==> src/rtl/traffic_phase_controller.sv <==
// Four-way intersection sequencer with a pedestrian phase, timed by an internal
// clock-enable prescaler so every flop runs on the single board clock.
module traffic_phase_controller #(
  parameter int unsigned TICK_DIV     = 50000000,
  parameter int unsigned GREEN_TICKS  = 10,
  parameter int unsigned YELLOW_TICKS = 3,
  parameter int unsigned ALLRED_TICKS = 1,
  parameter int unsigned WALK_TICKS   = 5
) (
  input  logic       clk_in,
  input  logic       rst_n,
  input  logic       en,
  input  logic       ped_req,
  output logic       ped_ack,
  output logic       tick,
  output logic [2:0] ns_light,
  output logic [2:0] ew_light,
  output logic       walk,
  output logic [2:0] phase
);

  typedef enum logic [2:0] {
    AR_A = 3'd0,
    NS_G = 3'd1,
    NS_Y = 3'd2,
    AR_B = 3'd3,
    EW_G = 3'd4,
    EW_Y = 3'd5,
    WALK = 3'd6
  } state_e;

  localparam logic [31:0] PCNT_MAX  = 32'(TICK_DIV - 1);
  localparam logic [7:0]  GREEN_LD  = 8'(GREEN_TICKS - 1);
  localparam logic [7:0]  YELLOW_LD = 8'(YELLOW_TICKS - 1);
  localparam logic [7:0]  ALLRED_LD = 8'(ALLRED_TICKS - 1);
  localparam logic [7:0]  WALK_LD   = 8'(WALK_TICKS - 1);
  localparam logic [2:0]  LAMP_RED  = 3'b100;
  localparam logic [2:0]  LAMP_YEL  = 3'b010;
  localparam logic [2:0]  LAMP_GRN  = 3'b001;

  state_e      state_q, state_d;
  logic [31:0] pcnt_q, pcnt_d;
  logic [7:0]  ptmr_q, ptmr_d;
  logic        pend_q, pend_d;
  logic        ped_ack_q, ped_ack_d;
  logic [2:0]  ns_light_q, ns_light_d;
  logic [2:0]  ew_light_q, ew_light_d;
  logic        walk_q, walk_d;
  logic        accept;
  logic        illegal;

  function automatic logic [7:0] load_val(input state_e s);
    case (s)
      NS_G, EW_G: load_val = GREEN_LD;
      NS_Y, EW_Y: load_val = YELLOW_LD;
      WALK:       load_val = WALK_LD;
      default:    load_val = ALLRED_LD;
    endcase
  endfunction

  assign tick    = en && (pcnt_q == PCNT_MAX);
  assign accept  = ped_req && !pend_q && (state_q != WALK);
  assign illegal = (state_q > WALK);

  always_comb begin
    pcnt_d    = pcnt_q;
    ptmr_d    = ptmr_q;
    state_d   = state_q;
    pend_d    = pend_q | accept;
    ped_ack_d = accept;

    if (en) begin
      pcnt_d = (pcnt_q == PCNT_MAX) ? 32'd0 : pcnt_q + 32'd1;
    end

    if (tick) begin
      if (ptmr_q == 8'd0 || illegal) begin
        case (state_q)
          AR_A:    state_d = NS_G;
          NS_G:    state_d = NS_Y;
          NS_Y:    state_d = AR_B;
          AR_B:    state_d = EW_G;
          EW_G:    state_d = EW_Y;
          // A request landing in the final EW_Y tick cycle is still served now
          EW_Y:    state_d = (pend_q || accept) ? WALK : AR_A;
          default: state_d = AR_A;
        endcase
        ptmr_d = load_val(state_d);
      end else begin
        ptmr_d = ptmr_q - 8'd1;
      end
    end

    if (state_d == WALK && state_q != WALK) begin
      pend_d = 1'b0;
    end

    // Lamps are registered from the next state so they track state_q exactly
    ns_light_d = LAMP_RED;
    ew_light_d = LAMP_RED;
    case (state_d)
      NS_G:    ns_light_d = LAMP_GRN;
      NS_Y:    ns_light_d = LAMP_YEL;
      EW_G:    ew_light_d = LAMP_GRN;
      EW_Y:    ew_light_d = LAMP_YEL;
      default: ;
    endcase
    walk_d = (state_d == WALK);
  end

  always_ff @(posedge clk_in or negedge rst_n) begin
    if (!rst_n) begin
      state_q    <= AR_A;
      pcnt_q     <= 32'd0;
      ptmr_q     <= ALLRED_LD;
      pend_q     <= 1'b0;
      ped_ack_q  <= 1'b0;
      ns_light_q <= LAMP_RED;
      ew_light_q <= LAMP_RED;
      walk_q     <= 1'b0;
    end else begin
      state_q    <= state_d;
      pcnt_q     <= pcnt_d;
      ptmr_q     <= ptmr_d;
      pend_q     <= pend_d;
      ped_ack_q  <= ped_ack_d;
      ns_light_q <= ns_light_d;
      ew_light_q <= ew_light_d;
      walk_q     <= walk_d;
    end
  end

  assign ped_ack  = ped_ack_q;
  assign ns_light = ns_light_q;
  assign ew_light = ew_light_q;
  assign walk     = walk_q;
  assign phase    = state_q;

endmodule

==> config.mk <==
export PLATFORM = sky130hd
export DESIGN_NAME = traffic_phase_controller
export DESIGN_NICKNAME = d
export VERILOG_FILES = /design/src/rtl/traffic_phase_controller.sv
export SDC_FILE = /design/constraint.sdc
export NUM_CORES = 1
export LEC_CHECK = 0
export ABC_AREA = 0
export BUFFER_PORTS_ARGS = -buffer_cell sky130_fd_sc_hd__buf_4
export CORE_ASPECT_RATIO = 1.5
export CORE_MARGIN = 2
export CORE_UTILIZATION = 45
export DETAILED_ROUTE_END_ITERATION = 8
export MAX_ROUTING_LAYER = met4
export PLACE_DENSITY = 0.61
export SLEW_MARGIN = 20
export SYNTH_ARGS = -nofsm -noshare
export SYNTH_HDL_FRONTEND = slang
export SYNTH_SLANG_ARGS = --single-unit
export TNS_END_PERCENT = 10
==> constraint.sdc <==
create_clock -name clk_in -period 3.5 [get_ports clk_in]
set_clock_uncertainty 0.05 [all_clocks]
set_input_delay 0.175 -clock clk_in [delete_from_list [all_inputs] [get_ports clk_in]]
set_output_delay 0.175 -clock clk_in [all_outputs]
set_load 0.05 [all_outputs]
# --- After elaboration in Yosys (flattened, before gate mapping) ---
# Index checks and enable logic that the tools add are counted.
classes:
  addsub: 2
  n_lt_le_gt_ge: 1
  n_eq_ne: 17
  muxes: 12
  bitwise: 1
  n_reduce_logical: 11
ops:
  columns: ["cell", "count"]
  rows:
  - ["$add 32x1->32 const B", 1]
  - ["$eq 32x26->1 const B", 1]
  - ["$mux 32", 1]
  - ["$eq 3x3->1 const B", 8]
  - ["$pmux 3 s6", 1]
  - ["$mux 3", 5]
  - ["$eq 3x2->1 const B", 4]
  - ["$pmux 3 s2", 2]
  - ["$pmux 4 s3", 1]
  - ["$eq 3x1->1 const B", 3]
  - ["$logic_not 8->1", 1]
  - ["$mux 8", 1]
  - ["$sub 8x1->8 const B", 1]
  - ["$logic_and 1x1->1", 4]
  - ["$reduce_or 2->1", 2]
  - ["$gt 3x3->1 const B", 1]
  - ["$logic_not 3->1", 1]
  - ["$ne 3x3->1 const B", 1]
  - ["$logic_or 1x1->1", 2]
  - ["$logic_not 1->1", 1]
  - ["$mux 1", 1]
  - ["$or 1x1->1", 1]
totals:
  reg_bits: 52
  in_bits: 4
  elab_cells: 52

# --- Depth between registers and ports, before layout ---
depth:
  depth_word: 13
  depth_mapped: 8

# --- Worst setup path before layout ---
# No wires, ideal clock.
synth_timing:
  path_kind: "reg-to-reg"
  startpoint: "reg pcnt_q[0]"
  endpoint: "reg pcnt_q[12]"
  setup_time_ps: 135
  arrival_time_ps: 2153
  required_time_ps: 3315
  path_slack_ps: 1162
  path_stages_with_launch: 8
  n_path_buf: 1
  synth_period_minus_slack_ps: 2338
  path_cell_list: "dfrtp_1 ha_1 nand3_1 or2_2 or4_1 nor2_1 buf_2 nor2_1"
synth_between:
  elab_chain_cells: 2
  word_cells_on_any_way: 3
  cone_classes: "add/sub (1); eq/ne (1); mux (1)"
synth_lines:
  columns: ["element", "line", "text"]
  rows:
  - ["from (decl)", "42", "logic [31:0] pcnt_q, pcnt_d;"]
  - ["from (signal assigned)", "123", "pcnt_q <= pcnt_d;"]
  - ["$add 32x1->32 or $eq 32x26->1 (tied branches)", "73", "pcnt_d = (pcnt_q == PCNT_MAX) ? 32'd0 : pcnt_q + 32'd1;"]
  - ["$mux 32 (*)", "73", null]
# Mark *: on every way between the ends. The rest lies on a longest branch, timed or not.
# A chain may end at the register's enable or synchronous reset.

# --- Final worst setup path ---
layout_timing:
  startpoint: "reg pcnt_q[0]"
  endpoint: "out tick"
layout_between:
  elab_chain_cells: 2
layout_lines:
  columns: ["element", "line", "text"]
  rows:
  - ["$eq 32x26->1", "61", "assign tick = en && (pcnt_q == PCNT_MAX);"]
  - ["$logic_and 1x1->1", "61", null]
  - ["to (decl)", "15", "output logic tick,"]
# Every way passes these cells.

==> flow_summary.ini <==
[outcome]
outcome = completed

[critical_path]
end_kind = output port
crit_start = pcnt_q[0]
crit_arrival_ns = 2.36
required_ns = 3.27
reg2reg_to = walk
path_max_fanout = 5
reg2reg_from = ptmr_q[3]
rrSetupSlack_ns = 1.09
rr_worst_depth = 5
crit_type = reg -> out
cp-start-kind = flip-flop
crit_end = tick

[routing]
ant_nets = 0
drtIter0Drc = 182
drc = 0
dr.pass1.iters = 4
vias_per_cell = 5.57
wl_per_cell_microns = 15.0
totalWireLength_microns = 5540
via_count = 2054

[finish]
final_common_cell = dfrtp_1
drive_gt1_frac = 0.141
nets = 303
antennaDiodeCount = 0
fill_cells = 517
areaGrowthSynthToFinish_pct = 11.3
final_cell_mix = dfrtp_1 (50), nor2_1 (34), xnor2_1 (19)

[synthesis]
syn-cell-area_sq_um = 2710
synth_seq_area_share = 0.481
netlist-cell-type-count = 50
yosys.area.top_type = dfrtp_1
yosys-top-cells-area = dfrtp_1 (46%), xnor2_1 (6.1%), nor2_1 (4.7%)
async_flop_share = 1.00
synth_edf_count = 0
ys.flop_type = dfrtp_1
ys_ff_latch = 52
ys_warn_count = 0
syn_nets = 288
netlist_instances = 281
synth_top_area_share = 0.462
syn_avg_cell_area_sq_um = 9.64

[cts]
clk_pin_slew_worst_paths_ns = 0.10
root_buffer = clkbuf_8
numCtsBuffers = 5
postCtsSetupBuffers = 0
h-tree-depth = 2
cts_resized = 0
cts_tree = yes
insertion_delay_ns = 0.31
cts_buffer_depth = 2
cts_num_sinks = 52

[grt]
grt_overflow_total = 0
antenna_found_initial = 0
grt_max_degree = 53
grt_pass1_vias = 2112
grt_pass1_wl_microns = 9650
grt.total_usage = 0.192

[die]
initial_core_util = 0.465
num_io_pins = 16
dieArea_sq_um = 6670
core.rowCount = 34
die_height_microns = 99.0
core_area_sq_um = 5830
die_w_microns = 67.4

[timing]
tightest_slew_ns = 0.643
setup_viol = 0
finalCriticalPeriod_ns = 2.58
max_slew_margin = 0.571
period_share = 0.737
finalHoldViolCount = 0
max_freq_mhz = 387
slew_viol_final = 0
setup_ws_ns = 0.919
setup-tns-final_ns = 0
rsz0062_at_grt = false

[power]
p_total_w = 0.00121
power_density_nw_per_um2 = 402
ir_worst_vdd_v = 0.000251
p_leak_nw = 1.36

[worst_hold_path]
hold_class = in -> reg

[job]
cap_viol_max_count = 0

[placement]
hpwl_microns = 3950
port_buffers = 15
post-place-ws_ns = 1.11
gp_congestion = 0.801
how the worst min path moves through the flow:
stage,startpoint,endpoint,slack (ns),cells after the start
after floorplan,rst_n,ew_light[0],-0.17,0
after global placement,rst_n,ptmr_q[4],0.20,1
after detailed placement,rst_n,ptmr_q[4],0.20,1
after CTS,ped_req,ped_ack,0.05,3
after global routing,ped_req,ped_ack,0.06,3
final,ped_req,ped_ack,0.05,3
state kept, by name, summed over array words and instances, names as in the netlist:
name      cells
ns_light      3
phase         3
ew_light      3
ptmr_q        8
ped_ack       1
pcnt_q       32
pend_q        1
walk          1
routing by layer:
metal,vias up,track usage,part of all wire
li1,1020,-,-
met1,992,0.228,0.42
met2,31,0.321,0.53
met3,11,0.0320,0.026
met4,0,0.0675,0.020
met5,-,-,0
Yosys cell counts, drive strengths merged (11+ instances only):
cell type	instances
dfrtp	50
nor2	34
xnor2	19
nand2	18
nor3	17
nand3	15
xor2	13
inv	12
and3	11
o21ai	11
critical path: stages, from the launching register on:
cell	delay [ns]
dfrtp_1	0.39
ha_1	0.21
nand3_1	0.13
or2_2	0.37
or4_1	0.54
nor2_1	0.18
buf_4	0.24
through the flow:
| step | hold WS (ns) | util | area [sq um] | cells |
|---|---|---|---|---|
| global route | 0.0563 | 0.518 | 3020 | 369 |
| detailed placement | 0.203 | 0.497 | 2900 | 360 |
| global placement | 0.198 | 0.497 | 2900 | 360 |
| floorplan | -0.171 | - | 2710 | 281 |
| finish | 0.0519 | 0.518 | 3020 | 369 |
| CTS | 0.0492 | 0.518 | 3020 | 369 |
power breakdown:
part	total (W)	internal [W]	switching, W
Clock	0.000412	0.000212	0.000200
Combinational	0.000115	0.0000543	0.0000602
Sequential	0.000687	0.000643	0.0000434
Total	0.00121	0.000910	0.000303
area by class of cell:
type	count	area, sq um	share of cell area
Clock buffer	5	68.8	0.0228
Inverter	12	45.0	0.0149
Clock inverter	3	42.5	0.0141
Multi-Input combinational cell	206	1320	0.438
Timing Repair Buffer	19	145	0.0481
Tap cell	72	90.1	0.0299
Sequential cell	52	1300	0.432
kinds of logic after synthesis:
family	Yosys count	synth area share
mux	2	0.00739
xor+xnor	32	0.103
flops	52	0.481
simple gates	132	0.274
buf+inv	23	0.0342
fa+ha+maj	3	0.0139
compound gates	37	0.0863
repair_timing:
action	4_1_cts	5_1_grt
hold endpoints to repair	50	0
hold buffers	1	0
setup endpoints to repair	0	0
(Power assumes the default switching activity.)
